**src/rtl/sigma_pkg.sv**
```systemverilog
// rtl/sigma_pkg.sv - SigmaCore shared types and encodings for the multicycle control unit
package sigma_pkg;

    typedef enum logic [3:0] {
        FETCH     = 4'd0,
        DECODE    = 4'd1,
        EXEC_R    = 4'd2,
        EXEC_I    = 4'd3,
        ALU_WB    = 4'd4,
        MEM_ADDR  = 4'd5,
        MEM_READ  = 4'd6,
        MEM_WB    = 4'd7,
        MEM_WRITE = 4'd8,
        BRANCH    = 4'd9,
        BR_NT     = 4'd10,
        JALR_ADDR = 4'd11,
        JUMP      = 4'd12,
        JUMP_WB   = 4'd13,
        TRAP      = 4'd14
    } cu_state_t;

    localparam logic [6:0] OPC_RTYPE  = 7'b0110011;
    localparam logic [6:0] OPC_ITYPE  = 7'b0010011;
    localparam logic [6:0] OPC_LOAD   = 7'b0000011;
    localparam logic [6:0] OPC_STORE  = 7'b0100011;
    localparam logic [6:0] OPC_BRANCH = 7'b1100011;
    localparam logic [6:0] OPC_JAL    = 7'b1101111;
    localparam logic [6:0] OPC_JALR   = 7'b1100111;

    localparam logic [2:0] IMM_I = 3'b000;
    localparam logic [2:0] IMM_S = 3'b001;
    localparam logic [2:0] IMM_B = 3'b010;
    localparam logic [2:0] IMM_U = 3'b011;
    localparam logic [2:0] IMM_J = 3'b100;

    localparam logic [1:0] ALUOP_ADD    = 2'b00;
    localparam logic [1:0] ALUOP_BRANCH = 2'b01;
    localparam logic [1:0] ALUOP_RTYPE  = 2'b10;
    localparam logic [1:0] ALUOP_ITYPE  = 2'b11;

    localparam logic MEM_TO_REG_ALU_RES = 1'b0;
    localparam logic MEM_TO_REG_MEM     = 1'b1;

    localparam logic [1:0] PC_SRC_ALU    = 2'b00;
    localparam logic [1:0] PC_SRC_ALUOUT = 2'b01;
    localparam logic [1:0] PC_SRC_JALR   = 2'b10;

    localparam logic [1:0] ALU_B_REG  = 2'b00;
    localparam logic [1:0] ALU_B_IMM  = 2'b01;
    localparam logic [1:0] ALU_B_FOUR = 2'b10;

endpackage

```
**src/rtl/multicycle_control_unit.sv**
```systemverilog
// rtl/multicycle_control_unit.sv - SigmaCore multicycle FSM control unit
module multicycle_control_unit
    import sigma_pkg::*;
(
    input  logic        clk,
    input  logic        reset_n,
    input  logic [31:0] instruction_in,
    input  logic        alu_zero_in,
    output logic        pc_write,
    output logic        ir_write,
    output logic        reg_write,
    output logic        mem_write,
    output logic        mem_read,
    output logic [1:0]  pc_source,
    output logic        mem_to_reg,
    output logic        alu_src_a,
    output logic [1:0]  alu_src_b,
    output logic [2:0]  imm_src,
    output logic [1:0]  alu_op_type,
    output logic        reg_a_write,
    output logic        reg_b_write,
    output logic        alu_out_write,
    output logic [3:0]  state_out,
    output logic        instr_done_out,
    output logic        trap_out
);

    cu_state_t state_q, state_d;
    logic      jalr_q, jalr_d;

    logic [6:0] opcode;
    logic [2:0] funct3;
    logic       br_taken;
    logic       unused_instr_bits;

    assign opcode            = instruction_in[6:0];
    assign funct3            = instruction_in[14:12];
    assign br_taken          = alu_zero_in ^ funct3[0];
    assign unused_instr_bits = ^{instruction_in[31:15], instruction_in[11:7]};

    logic       pcw_c, irw_c, rw_c, mw_c, mr_c, m2r_c, asa_c;
    logic       raw_c, rbw_c, aow_c, done_c, trap_c;
    logic [1:0] ps_c, asb_c, aop_c;
    logic [2:0] imm_c;

    always_ff @(posedge clk or negedge reset_n) begin
        if (!reset_n) begin
            state_q <= FETCH;
            jalr_q  <= 1'b0;
        end else begin
            state_q <= state_d;
            jalr_q  <= jalr_d;
        end
    end

    always_comb begin
        state_d = state_q;
        jalr_d  = 1'b0;
        pcw_c   = 1'b0;
        irw_c   = 1'b0;
        rw_c    = 1'b0;
        mw_c    = 1'b0;
        mr_c    = 1'b0;
        m2r_c   = MEM_TO_REG_ALU_RES;
        asa_c   = 1'b0;
        raw_c   = 1'b0;
        rbw_c   = 1'b0;
        aow_c   = 1'b0;
        done_c  = 1'b0;
        trap_c  = 1'b0;
        ps_c    = PC_SRC_ALU;
        asb_c   = ALU_B_REG;
        aop_c   = ALUOP_ADD;
        imm_c   = IMM_I;

        unique case (state_q)
            FETCH: begin
                irw_c   = 1'b1;
                state_d = DECODE;
            end
            DECODE: begin
                // ALUOut <= PC + imm so branch/JAL targets are ready next cycle
                raw_c = 1'b1;
                rbw_c = 1'b1;
                aow_c = 1'b1;
                asa_c = 1'b1;
                asb_c = ALU_B_IMM;
                imm_c = (opcode == OPC_JAL) ? IMM_J : IMM_B;
                unique case (opcode)
                    OPC_RTYPE:           state_d = EXEC_R;
                    OPC_ITYPE:           state_d = EXEC_I;
                    OPC_LOAD, OPC_STORE: state_d = MEM_ADDR;
                    OPC_BRANCH:          state_d = BRANCH;
                    OPC_JAL:             state_d = JUMP;
                    OPC_JALR:            state_d = JALR_ADDR;
                    default:             state_d = TRAP;
                endcase
            end
            EXEC_R: begin
                aop_c   = ALUOP_RTYPE;
                aow_c   = 1'b1;
                state_d = ALU_WB;
            end
            EXEC_I: begin
                asb_c   = ALU_B_IMM;
                imm_c   = IMM_I;
                aop_c   = ALUOP_ITYPE;
                aow_c   = 1'b1;
                state_d = ALU_WB;
            end
            ALU_WB: begin
                rw_c    = 1'b1;
                asa_c   = 1'b1;
                asb_c   = ALU_B_FOUR;
                pcw_c   = 1'b1;
                done_c  = 1'b1;
                state_d = FETCH;
            end
            MEM_ADDR: begin
                asb_c   = ALU_B_IMM;
                aow_c   = 1'b1;
                imm_c   = (opcode == OPC_STORE) ? IMM_S : IMM_I;
                state_d = (opcode == OPC_STORE) ? MEM_WRITE : MEM_READ;
            end
            MEM_READ: begin
                mr_c    = 1'b1;
                state_d = MEM_WB;
            end
            MEM_WB: begin
                rw_c    = 1'b1;
                m2r_c   = MEM_TO_REG_MEM;
                asa_c   = 1'b1;
                asb_c   = ALU_B_FOUR;
                pcw_c   = 1'b1;
                done_c  = 1'b1;
                state_d = FETCH;
            end
            MEM_WRITE: begin
                mw_c    = 1'b1;
                asa_c   = 1'b1;
                asb_c   = ALU_B_FOUR;
                pcw_c   = 1'b1;
                done_c  = 1'b1;
                state_d = FETCH;
            end
            BRANCH: begin
                aop_c = ALUOP_BRANCH;
                if (funct3[2:1] != 2'b00) begin
                    state_d = TRAP;
                end else if (br_taken) begin
                    pcw_c   = 1'b1;
                    ps_c    = PC_SRC_ALUOUT;
                    done_c  = 1'b1;
                    state_d = FETCH;
                end else begin
                    state_d = BR_NT;
                end
            end
            BR_NT: begin
                asa_c   = 1'b1;
                asb_c   = ALU_B_FOUR;
                pcw_c   = 1'b1;
                done_c  = 1'b1;
                state_d = FETCH;
            end
            JALR_ADDR: begin
                asb_c   = ALU_B_IMM;
                imm_c   = IMM_I;
                aow_c   = 1'b1;
                jalr_d  = 1'b1;
                state_d = JUMP;
            end
            JUMP: begin
                // PC loads the old ALUOut target while ALUOut captures PC+4 for the link
                asa_c   = 1'b1;
                asb_c   = ALU_B_FOUR;
                aow_c   = 1'b1;
                pcw_c   = 1'b1;
                ps_c    = jalr_q ? PC_SRC_JALR : PC_SRC_ALUOUT;
                state_d = JUMP_WB;
            end
            JUMP_WB: begin
                rw_c    = 1'b1;
                done_c  = 1'b1;
                state_d = FETCH;
            end
            TRAP: begin
                trap_c  = 1'b1;
                state_d = TRAP;
            end
            default: begin
                state_d = TRAP;
            end
        endcase
    end

    // Holding reset forces every output, state_out included, to zero
    assign pc_write       = reset_n & pcw_c;
    assign ir_write       = reset_n & irw_c;
    assign reg_write      = reset_n & rw_c;
    assign mem_write      = reset_n & mw_c;
    assign mem_read       = reset_n & mr_c;
    assign pc_source      = reset_n ? ps_c : 2'b00;
    assign mem_to_reg     = reset_n & m2r_c;
    assign alu_src_a      = reset_n & asa_c;
    assign alu_src_b      = reset_n ? asb_c : 2'b00;
    assign imm_src        = reset_n ? imm_c : 3'b000;
    assign alu_op_type    = reset_n ? aop_c : 2'b00;
    assign reg_a_write    = reset_n & raw_c;
    assign reg_b_write    = reset_n & rbw_c;
    assign alu_out_write  = reset_n & aow_c;
    assign state_out      = reset_n ? state_q : 4'd0;
    assign instr_done_out = reset_n & done_c;
    assign trap_out       = reset_n & trap_c;

endmodule
```
**config.mk**
```make
export PLATFORM = sky130hd
export DESIGN_NAME = multicycle_control_unit
export DESIGN_NICKNAME = d
export VERILOG_FILES = /design/src/rtl/sigma_pkg.sv /design/src/rtl/multicycle_control_unit.sv
export SDC_FILE = /design/constraint.sdc
export NUM_CORES = 1
export LEC_CHECK = 0
export CORE_ASPECT_RATIO = 1.25
export CORE_UTILIZATION = 34
export CTS_CLUSTER_SIZE = 20
export DETAILED_ROUTE_END_ITERATION = 6
export PLACE_DENSITY = 0.88
export SLEW_MARGIN = 25
export SYNTH_ARGS = -nofsm -noshare
export SYNTH_HDL_FRONTEND = slang
export SYNTH_SLANG_ARGS = --single-unit
```
**constraint.sdc**
```tcl
create_clock -name clk -period 3.2 [get_ports clk]
set_clock_uncertainty 0.15 [all_clocks]
set_input_delay 0.64 -clock clk [delete_from_list [all_inputs] [get_ports clk]]
set_output_delay 0.64 -clock clk [all_outputs]
set_load 0.05 [all_outputs]
```
Yosys cells after proc, flatten, opt, wreduce, memory -nomap -nowiden:

Index checks and enable logic that the tools add are counted.

* logic and storage cells: 78
* register bits after elaboration: 5
* input bits: 35
* output and inout bits: 25

* reductions and logical operators: 10
* muxes and demuxes: 33
* bitwise logic cells: 12
* equality and inequality tests: 21

Operators with widths (count)
* case mux 4 bit (9 select lines): 1
* equality test 4 bit, second input constant: 7
* case mux 4 bit (6 select lines): 1
* equality test 7 bit, second input constant: 3
* equality test 4 x 3 -> 1 bit, second input constant: 4
* two-way mux 4 bit: 4
* two-way mux 1 bit: 15
* equality test 7 x 6 -> 1 bit, second input constant: 2
* OR reduction 6 bit: 2
* AND 1 bit: 11
* OR reduction 5 bit: 2
* equality test 4 x 2 -> 1 bit, second input constant: 2
* two-way mux 2 bit: 4
* case mux 2 bit (2 select lines): 2
* equality test 7 x 2 -> 1 bit, second input constant: 1
* equality test 7 x 5 -> 1 bit, second input constant: 1
* two-way mux 3 bit: 2
* case mux 2 bit (3 select lines): 1
* case mux 3 bit (2 select lines): 1
* equality test 4 x 1 -> 1 bit, second input constant: 1
* logical NOT 4 bit: 1
* case mux 1 bit (2 select lines): 2
* OR reduction 2 bit: 2
* OR reduction 4 bit: 1
* other kinds (3): 3

Depth between registers and ports, before layout:

* depth after elaboration: 5
* depth in mapped cells: 5
* mapped depth without buffers: 4

Worst setup path before layout:

Ideal clock, no wire load.

* path kind: input to output
* start point: in reset_n
* end point: out ir_write
* cell stages on the path: 3
* setup slack: 0.363 ns
* path buffers: 1
* data required time: 2.410 ns
* arrival: 2.047 ns
* cells stage by stage: clkbuf_1 -> nand2_1 -> nor3_1

* word-level cells in the longest chain between the ends: 1

RTL lines
* start: declaration: RTL line multicycle_control_unit.sv:6 `input logic reset_n,`
* AND 1 bit: RTL line multicycle_control_unit.sv:199 `assign ir_write = reset_n & irw_c;`
* end: declaration: RTL line multicycle_control_unit.sv:10 `output logic ir_write,`

No other way between the ends.

Worst setup path in the final report:

* start point: in instruction_in[4]
* end point: out imm_src[1]

* word-level cells in the longest chain between the ends: 4

RTL lines
* start: declaration: RTL line multicycle_control_unit.sv:7 `input logic [31:0] instruction_in,`
* equality test 7 bit: RTL line multicycle_control_unit.sv:88 `imm_c = (opcode == OPC_JAL) ? IMM_J : IMM_B;`
* two-way mux 3 bit: RTL line multicycle_control_unit.sv:88
* case mux 3 bit (2 select lines): RTL line multicycle_control_unit.sv:76 `unique case (state_q)`
* two-way mux 3 bit: RTL line multicycle_control_unit.sv:207 `assign imm_src = reset_n ? imm_c : 3'b000;`
* end: declaration: RTL line multicycle_control_unit.sv:18 `output logic [2:0] imm_src,`

No other way between the ends.

==> flow_summary.yaml <==
die:
  die-area_um2: 2300
  rows: 18
  floorplan.initialDensity_pct: 36.2
  core_um2: 1980
  die_x_um: 43.1
  ios: 60
  die_h_um: 53.3
synth:
  synthArstFlopShare_pct: 100
  synth_flop_cell: "dfrtp_1"
  netlist_area_um2: 717
  synthAdderAreaFrac_pct: 0
  yosysWarnings: 0
  yosysSeqAreaShare_pct: 17.5
  synth_xor_area_share_pct: 3.66
  synth-simple-area-share_pct: 44.9
  syn_area_per_cell_um2: 6.52
  synth_cell_types: 37
  synth_fp_nets: 145
  synth-edff-count: 0
  synth_top_family_by_area: "simple AND/OR/NAND/NOR gates"
  synthMuxAreaShare_pct: 1.40
  synth-seq-cells: 5
  synthCells: 110
  synth_compound_gate_area_share_pct: 23.6
clock_network:
  root_buffer: "clkbuf_4"
  htreeDepth: 1
  hold_buffers: 0
  cts.sinks: 5
  clk-insertion-delay-late_ps: 250
  path_clk_slew_ps: 50
  cts_tree: "done"
  numCtsBuffers: 3
  post_cts_buffers: 0
  clockBufferDepth: 2
  cts_resized: 0
place:
  gp_congestion: 0.887
  hpwl_um: 1700
  dp_cells: 161
  portBuffers: 37
  dpl_cell_area_um2: 1340
  dp_slack_ps: 308
final_layout:
  final_cells: 165
  seq_area_um2: 125
  nNetsFinal: 181
  fin_area_um2: 1370
  drive_above_1_share_pct: 23.4
  syn2layout_area_growth_pct: 90.4
  num_antenna_cells: 0
  fill_cells: 160
  multi_input_area_um2: 527
timing:
  timing.final.crit_period_ps: 2890
  rsz0062_at_grt: "false"
  fmax_mhz: 346
  slew_headroom_pct: 61.5
  fin_crit_sh_pct: 90.4
  finalHoldViolations: 0
  max_slew.worst_pin.slew_ps: 577
  drv_slew: 0
  setup_violations: 0
  setup_slack_ps: 306
  setup_tns_ps: 0
worst_setup_path:
  cp.arrival_ps: 2100
  start_kind: "primary input"
  end_kind: "primary output"
  critPathKind: "primary input to primary output"
  worstPathRequired_ps: 2410
  crit_path_max_fanout: 5
global_route:
  grt-ovfl-total: 0
  grt_pass1_wl_um: 3430
  use_met3_pct: 2.73
  top_usage_layer: "met2"
  grt_use_met1_pct: 17.5
  track_usage_pct: 19.4
  grt_max_degree: 20
  met2_usage_pct: 41.4
  antenna_found_initial: 0
  grt_pass1_vias: 863
detailed_routing:
  drc: 0
  drt-initial-drc-count: 20
  vias_per_cell: 5.61
  drt-pass1-iter-count: 4
  wl_per_cell_um: 13.0
  ant_nets: 0
  routed-via-count: 925
  wirelength_um: 2140
power_and_ir_drop:
  power.total_mw: 1.12
  ir_drop_uv: 514
  power_density_nw_per_um2: 821
  power.leakage_nw: 0.594
job:
  maxCapViolCount: 0
status:
  status: "finished, final reports clean"
worst_hold_path:
  hold_class: "primary input to asynchronous set/reset pin"
==> area by class of cell <==
cell class                 instances  share of cell area [%]
multi-input combinational         90                    38.6
inverter                           7                    1.92
clock buffer                       4                    1.92
tap                               20                    1.83
timing repair buffer              39                    46.6
sequential                         5                    9.17
==> registers in the layout, indices dropped and copies added, names as in the netlist <==
register and count:
state_q 4, jalr_q 1
==> per-layer routing <==
layer  vias to the layer above  wire (um)
met4                         0         21
met3                         3        110
met1                       430        775
met2                        40       1240
met5                         -          0
li1                        452          -
==> cells by family after synthesis <==
kind of cell / after synthesis
simple gates: 60
xor+xnor: 3
flops: 5
compound gates: 26
mux: 1
buf+inv: 15
==> path summary, 6_finish.rpt <==
check / slack (ps) / startpoint / cells past startpoint / end
worst max-delay path: 310 / instruction_in[4] / 6 / imm_src[1]
worst min-delay path: 580 / reset_n / 2 / state_q[2]
worst max register to register: 1550 / state_q[0] / 4 / state_q[1]
worst min register to register: 670 / state_q[0] / 1 / state_q[0]
max in group asynchronous: 2150 / reset_n / 2 / state_q[3]
min in group clk: 670 / state_q[0] / 1 / state_q[0]
==> Yosys cell counts (all sizes together) (2+ instances only) <==
cell type	n	area [um2]
nor3b	3	22.5
and3b	2	17.5
dfrtp	5	125
nand2	12	45.0
o21a	2	15.0
and2	2	12.5
nand3	5	25.0
o31a	2	17.5
nor2b	4	25.0
xor2	2	17.5
and3	3	20.0
a31oi	2	12.5
nor2	14	55.1
a21oi	7	35.0
nor3	7	40.0
inv	7	26.3
buf	5	27.5
nand2b	5	31.3
clkbuf	3	11.3
o21ai	6	30.0
==> metrics by stage <==
step / util [%] / hold slack (ps)
detailed placement: 67.6 / 650
floorplan: - / 194
global route: 68.9 / 600
global placement: 67.6 / 618
CTS: 68.9 / 580
finish: 68.9 / 580
==> power breakdown <==
group	internal (mW)	switching, mW	leakage (nW)
clock	0.0472	0.0270	0.0150
combinational	0.387	0.488	0.514
sequential	0.0863	0.0853	0.0647
total	0.521	0.601	0.594
==> placed cells by master, fill, tap and decap left out, types with 2 or more instances in the layout <==
master	count
xor2_1	2
nor3_1	6
dfrtp_1	5
nor2b_1	4
and2_1	2
inv_1	7
clkbuf_4	3
o21ai_0	5
nand2b_1	5
nor2_1	13
a31oi_1	2
o31a_1	2
and3b_1	2
nand2_1	12
and3_1	2
buf_12	25
nand3_1	5
o21a_1	2
nor3b_1	3
a21oi_1	7
clkdlybuf4s50_1	12
buf_4	2
==> worst max-delay path, stage by stage <==
cell,delay [ps]
clkdlybuf4s50_1,540
and3b_1,230
and3_1,190
nand3_1,90
nor2b_1,240
buf_12,170
No activity file was read; power rests on OpenSTA's default activity.
